$ cat config.mk
export PLATFORM = sky130hd
export DESIGN_NAME = plic_claim_arb_flat
export DESIGN_NICKNAME = d
export VERILOG_FILES = /design/src/rtl/plic_claim_arb_pkg.sv /design/src/rtl/plic_claim_arb_if.sv /design/src/rtl/plic_claim_arb_rr.sv /design/src/rtl/plic_claim_arb.sv /design/src/flat_wrapper.sv
export SDC_FILE = /design/constraint.sdc
export NUM_CORES = 1
export LEC_CHECK = 0
export ABC_AREA = 1
export CAP_MARGIN = 5
export CORE_MARGIN = 1.5
export CORE_UTILIZATION = 30
export DETAILED_ROUTE_END_ITERATION = 10
export GPL_ROUTABILITY_DRIVEN = 0
export PLACE_DENSITY = 0.61
export RECOVER_POWER = 50
export SETUP_SLACK_MARGIN = 0.1
export SLEW_MARGIN = 20
export SYNTH_ARGS = -nofsm -noshare
export SYNTH_HDL_FRONTEND = slang
export SYNTH_SLANG_ARGS = --single-unit
$ cat constraint.sdc
create_clock -name clk_i -period 2.8 [get_ports clk_i]
set_input_delay 0.56 -clock clk_i [delete_from_list [all_inputs] [get_ports clk_i]]
set_output_delay 0.56 -clock clk_i [all_outputs]
set_load 0.1 [all_outputs]
$ cat src/rtl/plic_claim_arb_pkg.sv
// Shared types and defaults for the PLIC claim/complete arbiter.
package plic_claim_arb_pkg;

   localparam int unsigned ArbReqNum   = 4;
   localparam int unsigned ArbIrqWidth = 5;

   typedef enum logic [1:0] {
      StIdle  = 2'd0,
      StIssue = 2'd1,
      StResp  = 2'd2
   } arb_state_e;

   typedef enum logic {
      OpClaim    = 1'b0,
      OpComplete = 1'b1
   } arb_op_e;

endpackage

$ cat src/rtl/plic_claim_arb_if.sv
// Requester-side and core-side signals of the claim arbiter; slave is the arbiter's view.
interface plic_claim_arb_if
   import plic_claim_arb_pkg::*;
#(
   parameter int unsigned ReqNum   = ArbReqNum,
   parameter int unsigned IrqWidth = ArbIrqWidth
) ();

   logic [ReqNum-1:0]          clm_req;
   logic [ReqNum-1:0]          cmp_req;
   logic [ReqNum*IrqWidth-1:0] cmp_id;
   logic [ReqNum-1:0]          gnt;
   logic [IrqWidth-1:0]        rsp_id;
   logic                       err;
   logic                       busy;
   logic                       core_clam;
   logic                       core_comp;
   logic [IrqWidth-1:0]        core_id_o;
   logic [IrqWidth-1:0]        core_id_i;

   modport slave (
      input  clm_req, cmp_req, cmp_id, core_id_i,
      output gnt, rsp_id, err, busy, core_clam, core_comp, core_id_o
   );

   modport master (
      output clm_req, cmp_req, cmp_id, core_id_i,
      input  gnt, rsp_id, err, busy, core_clam, core_comp, core_id_o
   );

endinterface

$ cat src/rtl/plic_claim_arb_rr.sv
// Round-robin picker: first set request after ptr_i, wrapping; one-hot grant plus index.
module plic_claim_arb_rr #(
   parameter int unsigned N = 4
) (
   input  logic [N-1:0]         req_i,
   input  logic [$clog2(N)-1:0] ptr_i,
   output logic [N-1:0]         gnt_o,
   output logic [$clog2(N)-1:0] idx_o
);

   localparam int unsigned IdxW = $clog2(N);

   logic            found;
   logic [IdxW-1:0] cand;

   always_comb begin
      found = 1'b0;
      cand  = '0;
      idx_o = '0;
      gnt_o = '0;
      for (int unsigned k = 1; k <= N; k++) begin
         cand = IdxW'((32'(ptr_i) + k) % N);
         if (!found && req_i[cand]) begin
            found = 1'b1;
            idx_o = cand;
         end
      end
      if (found) gnt_o[idx_o] = 1'b1;
   end

endmodule

$ cat src/rtl/plic_claim_arb.sv
// Shares the plic_core claim/complete port among requesters, one operation per three cycles,
// and tracks one in-flight claimed ID per requester.
module plic_claim_arb
   import plic_claim_arb_pkg::*;
#(
   parameter int unsigned ReqNum   = ArbReqNum,
   parameter int unsigned IrqWidth = ArbIrqWidth
) (
   input logic         clk_i,
   input logic         rst_n_i,
   plic_claim_arb_if.slave bus
);

   localparam int unsigned IdxW = $clog2(ReqNum);

   arb_state_e                      state_q, state_d;
   arb_op_e                         op_q, op_d;
   logic [IdxW-1:0]                 sel_q, sel_d;
   logic [ReqNum-1:0]               sel_oh_q, sel_oh_d;
   logic [IdxW-1:0]                 clm_ptr_q, clm_ptr_d, cmp_ptr_q, cmp_ptr_d;
   logic                            err_pend_q, err_pend_d;
   logic [ReqNum-1:0]               tbl_vld_q, tbl_vld_d;
   logic [ReqNum-1:0][IrqWidth-1:0] tbl_id_q, tbl_id_d;
   logic [ReqNum-1:0]               gnt_q, gnt_d;
   logic [IrqWidth-1:0]             rsp_id_q, rsp_id_d;
   logic                            err_q, err_d;
   logic                            clam_q, clam_d, comp_q, comp_d;
   logic [IrqWidth-1:0]             core_id_q, core_id_d;

   logic [ReqNum-1:0]   cmp_oh, clm_oh;
   logic [IdxW-1:0]     cmp_idx, clm_idx;
   logic [IrqWidth-1:0] cmp_slice;

   plic_claim_arb_rr #(.N(ReqNum)) u_cmp_rr (
      .req_i (bus.cmp_req),
      .ptr_i (cmp_ptr_q),
      .gnt_o (cmp_oh),
      .idx_o (cmp_idx)
   );

   plic_claim_arb_rr #(.N(ReqNum)) u_clm_rr (
      .req_i (bus.clm_req),
      .ptr_i (clm_ptr_q),
      .gnt_o (clm_oh),
      .idx_o (clm_idx)
   );

   assign cmp_slice = bus.cmp_id[cmp_idx*IrqWidth +: IrqWidth];

   always_comb begin
      state_d    = state_q;
      op_d       = op_q;
      sel_d      = sel_q;
      sel_oh_d   = sel_oh_q;
      clm_ptr_d  = clm_ptr_q;
      cmp_ptr_d  = cmp_ptr_q;
      err_pend_d = err_pend_q;
      tbl_vld_d  = tbl_vld_q;
      tbl_id_d   = tbl_id_q;
      gnt_d      = '0;
      rsp_id_d   = '0;
      err_d      = 1'b0;
      clam_d     = 1'b0;
      comp_d     = 1'b0;
      core_id_d  = '0;
      unique case (state_q)
         StIdle: begin
            // Core pulses are decided here so they appear registered during ISSUE.
            if (|bus.cmp_req) begin
               state_d  = StIssue;
               op_d     = OpComplete;
               sel_d    = cmp_idx;
               sel_oh_d = cmp_oh;
               if (tbl_vld_q[cmp_idx] && (tbl_id_q[cmp_idx] == cmp_slice)) begin
                  comp_d     = 1'b1;
                  core_id_d  = cmp_slice;
                  err_pend_d = 1'b0;
               end else begin
                  err_pend_d = 1'b1;
               end
            end else if (|bus.clm_req) begin
               state_d    = StIssue;
               op_d       = OpClaim;
               sel_d      = clm_idx;
               sel_oh_d   = clm_oh;
               clam_d     = ~tbl_vld_q[clm_idx];
               err_pend_d = tbl_vld_q[clm_idx];
            end
         end
         StIssue: begin
            state_d = StResp;
            gnt_d   = sel_oh_q;
            err_d   = err_pend_q;
            if (op_q == OpClaim) begin
               clm_ptr_d = sel_q;
               if (!err_pend_q) begin
                  rsp_id_d = bus.core_id_i;
                  // ID 0 means nothing was pending at the core; keep the entry free.
                  if (bus.core_id_i != '0) begin
                     tbl_vld_d[sel_q] = 1'b1;
                     tbl_id_d[sel_q]  = bus.core_id_i;
                  end
               end
            end else begin
               cmp_ptr_d = sel_q;
               if (!err_pend_q) begin
                  tbl_vld_d[sel_q] = 1'b0;
                  tbl_id_d[sel_q]  = '0;
               end
            end
         end
         StResp:  state_d = StIdle;
         default: state_d = StIdle;
      endcase
   end

   always_ff @(posedge clk_i or negedge rst_n_i) begin
      if (!rst_n_i) begin
         state_q    <= StIdle;
         op_q       <= OpClaim;
         sel_q      <= '0;
         sel_oh_q   <= '0;
         clm_ptr_q  <= IdxW'(ReqNum - 1);
         cmp_ptr_q  <= IdxW'(ReqNum - 1);
         err_pend_q <= 1'b0;
         tbl_vld_q  <= '0;
         tbl_id_q   <= '0;
         gnt_q      <= '0;
         rsp_id_q   <= '0;
         err_q      <= 1'b0;
         clam_q     <= 1'b0;
         comp_q     <= 1'b0;
         core_id_q  <= '0;
      end else begin
         state_q    <= state_d;
         op_q       <= op_d;
         sel_q      <= sel_d;
         sel_oh_q   <= sel_oh_d;
         clm_ptr_q  <= clm_ptr_d;
         cmp_ptr_q  <= cmp_ptr_d;
         err_pend_q <= err_pend_d;
         tbl_vld_q  <= tbl_vld_d;
         tbl_id_q   <= tbl_id_d;
         gnt_q      <= gnt_d;
         rsp_id_q   <= rsp_id_d;
         err_q      <= err_d;
         clam_q     <= clam_d;
         comp_q     <= comp_d;
         core_id_q  <= core_id_d;
      end
   end

   assign bus.gnt       = gnt_q;
   assign bus.rsp_id    = rsp_id_q;
   assign bus.err       = err_q;
   assign bus.busy      = (state_q != StIdle);
   assign bus.core_clam = clam_q;
   assign bus.core_comp = comp_q;
   assign bus.core_id_o = core_id_q;

endmodule

$ cat src/flat_wrapper.sv
// flat-port wrapper written by rule: the top's interface ports become plain ports
module plic_claim_arb_flat import plic_claim_arb_pkg::*;
#(
   parameter int unsigned ReqNum   = ArbReqNum,
   parameter int unsigned IrqWidth = ArbIrqWidth
)
  (clk_i, rst_n_i, bus_clm_req, bus_cmp_req, bus_cmp_id, bus_core_id_i, bus_gnt, bus_rsp_id, bus_err, bus_busy, bus_core_clam, bus_core_comp, bus_core_id_o);
  plic_claim_arb_if #(.ReqNum(ReqNum), .IrqWidth(IrqWidth)) bus_i ();
  input logic clk_i;
  input logic rst_n_i;
  input wire logic [$bits(bus_i.clm_req)-1:0] bus_clm_req;
  input wire logic [$bits(bus_i.cmp_req)-1:0] bus_cmp_req;
  input wire logic [$bits(bus_i.cmp_id)-1:0] bus_cmp_id;
  input wire logic [$bits(bus_i.core_id_i)-1:0] bus_core_id_i;
  output wire logic [$bits(bus_i.gnt)-1:0] bus_gnt;
  output wire logic [$bits(bus_i.rsp_id)-1:0] bus_rsp_id;
  output wire logic [$bits(bus_i.err)-1:0] bus_err;
  output wire logic [$bits(bus_i.busy)-1:0] bus_busy;
  output wire logic [$bits(bus_i.core_clam)-1:0] bus_core_clam;
  output wire logic [$bits(bus_i.core_comp)-1:0] bus_core_comp;
  output wire logic [$bits(bus_i.core_id_o)-1:0] bus_core_id_o;
  assign bus_i.clm_req = bus_clm_req;
  assign bus_i.cmp_req = bus_cmp_req;
  assign bus_i.cmp_id = bus_cmp_id;
  assign bus_i.core_id_i = bus_core_id_i;
  assign bus_gnt = bus_i.gnt;
  assign bus_rsp_id = bus_i.rsp_id;
  assign bus_err = bus_i.err;
  assign bus_busy = bus_i.busy;
  assign bus_core_clam = bus_i.core_clam;
  assign bus_core_comp = bus_i.core_comp;
  assign bus_core_id_o = bus_i.core_id_o;
  plic_claim_arb #(.ReqNum(ReqNum), .IrqWidth(IrqWidth)) u_core (.clk_i(clk_i), .rst_n_i(rst_n_i), .bus(bus_i));
endmodule
**Yosys cells after proc, flatten, opt, wreduce, memory -nomap -nowiden**

Cells that the tools add are included.

- $add $sub $neg: 8
- Multiply operators: 1
- Order comparisons: 14
- Eq/ne operators: 3
- Shift operators: 1
- Mux-type cells: 83
- Bitwise operators: 8
- Reductions and logical operators: 27

Operator list:

| operator | number |
|---|---|
| two-way mux 20 bit | 4 |
| two-way mux 5 bit | 8 |
| two-way mux 4 bit | 9 |
| < comparator 2 x 3 -> 1 bit (second input constant) | 11 |
| two-way mux 1 bit | 33 |
| two-way mux 2 bit | 12 |
| AND 20 bit | 1 |
| binary-select mux 1 bit (select 2 bit) | 10 |
| bitwise mux 20 bit | 1 |
| inverter 20 bit | 1 |
| variable part select 20 x 6 -> 5 bit | 1 |
| binary-select mux 5 bit (select 2 bit) | 1 |
| demux 5 bit (select 2 bit) | 1 |
| logical AND 1 bit | 10 |
| adder 2 x 1 -> 2 bit (second input constant) | 4 |
| adder 2 bit (second input constant) | 4 |
| OR reduction 4 bit | 2 |
| demux 1 bit (select 2 bit) | 3 |
| greater-or-equal comparator 2 x 1 -> 1 bit (second input constant) | 3 |
| zero test 1 bit | 6 |
| AND reduction 2 bit | 3 |
| nonzero test 2 bit | 3 |
| == test 5 bit | 1 |
| multiplier 2 x 3 -> 5 bit (second input constant) | 1 |
| other kinds (10) | 12 |

- Bits in registers: 55
- Bits of input ports: 35
- Output and inout bits: 18

**Longest topological paths before layout**

- Word-level depth: 20
- Gate-level depth with buffers: 22
- Depth with buffers taken out: 21

**Modules after synthesis**

Synthesis repeated with hierarchy kept, for this count alone.

- Cells, all modules: 501
- Area total of the unflattened synthesis: 3,524.6 µm²

By module, submodules not included:

| module | instances | cells each | area an instance (µm²) | sequential area each (µm²) |
|---|---|---|---|---|
| plic_claim_arb | 1 | 376 | 2,832.7 | 1,381.3 |
| plic_claim_arb_rr at u_core.u_cmp_rr | 1 | 64 | 359.1 | 0.0 |
| plic_claim_arb_rr at u_core.u_clm_rr | 1 | 61 | 332.8 | 0.0 |

**Worst setup path after synthesis**

Ideal clock, no wire load.

- Kind: register to register
- Start: register u_core.cmp_ptr_q[0]
- End: register u_core.core_id_q[0], in the netlist u_core.bus.core_id_o[0]
- Setup time: 0.071 ns
- Arrival: 2.252 ns
- Data required time: 2.729 ns
- Setup slack: 0.477 ns
- Cell stages (with the launch flop): 21
- Cell sequence: dfstp_2 -> buf_6 -> inv_8 -> nand2_1 -> nand2_2 -> nand2_4 -> nand2_4 -> nor2_8 -> nand4_4 -> nand3_4 -> buf_12 -> nand2_2 -> o21ai_1 -> nand2_1 -> nand2_2 -> inv_2 -> nand2_1 -> nand3_2 -> nor2_4 -> nand3_4 -> nor2_2

- Longest elaborated chain between the ends: 20

Ends and longest elaborated chain:

| item | line | source |
|---|---|---|
| start, declared | plic_claim_arb.sv:20 | `logic [IdxW-1:0] clm_ptr_q, clm_ptr_d, cmp_ptr_q, cmp_ptr_d;` |
| start signal, assigned | plic_claim_arb.sv:124 | `cmp_ptr_q <= IdxW'(ReqNum - 1);` |
| start signal, assigned | plic_claim_arb.sv:140 | `cmp_ptr_q <= cmp_ptr_d;` |
| adder 2 x 1 -> 2 bit | plic_claim_arb_rr.sv:22 | `cand = IdxW'((32'(ptr_i) + k) % N);` |
| binary-select mux 1 bit (select 2 bit) | plic_claim_arb_rr.sv:23 | `if (!found && req_i[cand]) begin` |
| two-way mux 1 bit (not written as such) | plic_claim_arb_rr.sv:23 |  |
| two-way mux 1 bit | plic_claim_arb_rr.sv:23 |  |
| zero test 1 bit | plic_claim_arb_rr.sv:23 |  |
| logical AND 1 bit | plic_claim_arb_rr.sv:23 |  |
| two-way mux 1 bit | plic_claim_arb_rr.sv:23 |  |
| zero test 1 bit | plic_claim_arb_rr.sv:23 |  |
| [... 5 more ...] | -- |  |
| multiplier 2 x 3 -> 5 bit or binary-select mux 5 bit (select 2 bit) (tied branches) | plic_claim_arb.sv:48, plic_claim_arb.sv:74 |  |
| variable part select 20 x 6 -> 5 bit or two-way mux 5 bit (tied branches) | plic_claim_arb.sv:48, plic_claim_arb.sv:74 |  |
| == test 5 bit | plic_claim_arb.sv:74 | `if (tbl_vld_q[cmp_idx] && (tbl_id_q[cmp_idx] == cmp_slice)) begin` |
| logical AND 1 bit | plic_claim_arb.sv:74 |  |
| two-way mux 5 bit * | plic_claim_arb.sv:74 |  |
| two-way mux 5 bit * | plic_claim_arb.sv:69 | `if (\|bus.cmp_req) begin` |
| two-way mux 5 bit * | plic_claim_arb.sv:66 | `unique case (state_q)` |
| net u_core.core_id_d[0] | plic_claim_arb.sv:28 | `logic [IrqWidth-1:0] core_id_q, core_id_d;` |
| end signal, assigned | plic_claim_arb.sv:149 | `core_id_q <= core_id_d;` |
| end, declared | plic_claim_arb.sv:28 |  |

Mark *: on every way through the listed nets, which the timed path passes. The rest lies on a longest branch. The select of a mux whose other input is x is not followed.
A chain may end at the register's enable or synchronous reset.

**Worst setup path in the final report**

- Start: register u_core.cmp_ptr_q[0]
- End: register u_core.core_id_q[4], in the netlist u_core.bus.core_id_o[4]

The elaborated chain is that of the path after synthesis.

==> flow_summary.json <==
{
  "routed_wl_mm": 8.72,
  "synth.distinct_cells": 37,
  "pin_count": 53,
  "h-tree-depth": 2,
  "grt_setup_unrepaired": "yes",
  "max_cap_viol_count": 0,
  "outcome": "complete, no violations",
  "wl_per_cell_um": 12.5,
  "endpoint_kind": "flip-flop",
  "synth_warnings": 0,
  "synth_area_mm2": 0.00335,
  "grt_max_degree": 35,
  "cts-hold-fix-buffers": 0,
  "worst_pin_slew_ns": 1.19,
  "synth-seq-area-share": 0.413,
  "nNetsFinal": 594,
  "finalClockSkew_ns": 0.00588,
  "dp_cells": 672,
  "crit_buf_inv": 3,
  "timing.final.crit_share": 0.952,
  "path_cells": "buf_6, nand2_1, nand2_4, nand2_2, and2_4, nand4_4, nand3_4, buf_8, nand2_1, nand2_1, nand2_1, nand2_2, nand2_2, inv_2, nor2_2, nand2_2, nor2_4, nand3_4, nor2_2",
  "syn_nets": 498,
  "coreArea_mm2": 0.0108,
  "hold_path.class": "primary input to async pin",
  "grt_pass1_vias": 3021,
  "cts.sinks": 55,
  "clk_pin_slew_ns": 0.09,
  "cts-root-buf": "clkbuf_8",
  "die_w_um": 109,
  "hold_viol_final": 0,
  "syn-instance-count": 463,
  "avgSynthCellArea_um2": 7.23,
  "clk_latency_ns": 0.31,
  "r2r_slack_ns": 0.13,
  "critPathSlowestCell": "dfstp_2",
  "grt_pass1_wl_mm": 13.8,
  "finalSetupViolations": 0,
  "dr.pass1.iters": 4,
  "dominantRegCellSynth": "dfrtp_1",
  "stdcell_count": 700,
  "die-area_mm2": 0.0118,
  "drt_iter0_drc": 152,
  "cp_slowest_stage_delay_ns": 0.66,
  "cp.required_ns": 3.04,
  "cts_tree": "done",
  "cts_buffers": 5,
  "fp.dieH_um": 109,
  "yosys-top-cells-area": "dfrtp_1 (38%), nand2_1 (19%), inv_1 (6.6%)",
  "holdWs_ns": 0.469,
  "slew_violations": 0,
  "port_buffers": 52,
  "slew_headroom": 0.209,
  "final_layout_size_suffix_gt1_frac": 0.264,
  "synth_common_cells": "nand2_1 (172), inv_1 (59), dfrtp_1 (51)",
  "drtAntennaViolNets": 0,
  "clock_path_buffers": 2,
  "synthArstFlopShare": 1.00,
  "fmax_ghz": 0.375,
  "arrival_ns": 2.91,
  "synth_most_common_cell": "nand2_1",
  "initial_utilization": 0.309,
  "yosysTopAreaCell": "dfrtp_1",
  "antennaDiodeCount": 0,
  "synth_edf_count": 0,
  "hpwl_mm": 6.28,
  "fp-row-count": 38,
  "drc": 0,
  "overflow": 0,
  "finalCriticalPeriod_ns": 2.67,
  "antenna_found_initial": 0,
  "crit_type": "flip-flop to flip-flop",
  "ys_ff_latch": 55,
  "vias": 3156,
  "grt_usage": 0.146,
  "area_growth_pct": 35.5,
  "fin_util": 0.419,
  "crit_family": "simple AND/OR/NAND/NOR gates",
  "worst-path-max-fanout": 6,
  "via_per_inst": 4.51,
  "synth.top_cell.area_share": 0.381,
  "critPathLaunchType": "flip-flop"
}
==> kinds of logic (layout without fill, tap and decap cells) <==
logic type | Yosys count | after routing | share of synthesized area
AND/OR/NAND/NOR | 284 | 284 | 0.406
flip-flops | 55 | 55 | 0.413
XOR/XNOR | 1 | 1 | 0.00262
AO/OA/AOI/OAI | 49 | 49 | 0.0789
buffers and inverters | 74 | 171 | 0.100
==> registers in the layout, indices dropped and copies added (netlist names), named ones only <==
register	flops
u_core.bus.core_comp	1
u_core.tbl_id_q	20
u_core.state_q	2
u_core.bus.gnt	4
u_core.op_q	1
u_core.sel_q	2
u_core.bus.err	1
u_core.bus.core_clam	1
u_core.err_pend_q	1
u_core.cmp_ptr_q	2
u_core.bus.core_id_o	5
u_core.clm_ptr_q	2
u_core.bus.rsp_id	5
u_core.sel_oh_q	4
==> layout make-up <==
type	count	area, um^2
Fill cell	1127	6300
Multi-Input combinational cell	334	1740
Sequential cell	55	1380
Timing Repair Buffer	97	876
Inverter	66	260
Tap cell	140	175
Clock buffer	8	100
==> metal layers <==
metal | routed length, um | vias up | track usage | share of wire
met5 | 0 | - | 0 | 0
met4 | 116 | 0 | 0.0423 | 0.013
met3 | 281 | 11 | 0.0179 | 0.032
met2 | 4160 | 66 | 0.249 | 0.48
li1 | - | 1636 | - | -
met1 | 4160 | 1443 | 0.194 | 0.48
==> through the flow <==
step / setup slack [ns] / cell area (um^2) / TNS, ns
floorplan: 0.477 / 3350 / 0
global placement: -0.112 / 4100 / -0.718
detailed placement: -0.189 / 4100 / -1.16
CTS: 0.128 / 4200 / 0
global route: -0.0713 / 4540 / -0.293
finish: 0.135 / 4540 / 0
==> path summary, 6_finish.rpt <==
path,startpoint,end,cells after the start
setup / recovery,u_core.cmp_ptr_q[0]$_DFFE_PN1P_,u_core.bus.core_id_o[4]$_DFF_PN0_,19
hold / removal,rst_n_i,u_core.sel_q[1]$_DFFE_PN0P_,1
setup reg to reg,u_core.cmp_ptr_q[0]$_DFFE_PN1P_,u_core.bus.core_id_o[4]$_DFF_PN0_,19
hold reg to reg,u_core.tbl_id_q[11]$_DFFE_PN0P_,u_core.tbl_id_q[11]$_DFFE_PN0P_,2
max in group asynchronous,rst_n_i,async pin,2
min in group clk_i,u_core.tbl_id_q[11]$_DFFE_PN0P_,u_core.tbl_id_q[11]$_DFFE_PN0P_,2
==> layout by cell type (no fill, tap or decap), types with 2 or more instances in the layout <==
| cell | count |
|---|---|
| a21oi_1 | 6 |
| a22oi_1 | 3 |
| buf_4 | 55 |
| buf_6 | 3 |
| buf_8 | 2 |
| clkbuf_1 | 2 |
| clkbuf_16 | 2 |
| clkbuf_8 | 7 |
| clkdlybuf4s50_1 | 29 |
| dfrtp_1 | 51 |
| dfstp_2 | 4 |
| dlymetal6s2s_1 | 4 |
| inv_1 | 59 |
| inv_2 | 4 |
| inv_4 | 2 |
| nand2_1 | 156 |
| nand2_2 | 28 |
| nand2_4 | 12 |
| nand3_1 | 11 |
| nand3_2 | 6 |
| nand3_4 | 3 |
| nand4_1 | 13 |
| nor2_1 | 31 |
| nor2_2 | 8 |
| nor2_4 | 3 |
| nor3_1 | 4 |
| nor4_1 | 3 |
| o21ai_0 | 30 |
| o21ai_1 | 5 |
| o21ai_2 | 3 |
==> what timing repair did <==
action | CTS | global route
hold endpoints to repair | 0 | 0
setup endpoints to repair | 0 | 7
setup buffers | 0 | 18
gates resized for setup | 0 | 47
Power is not shown: default switching activity piles up to over one toggle a cycle in this logic, so the estimate is an artifact.
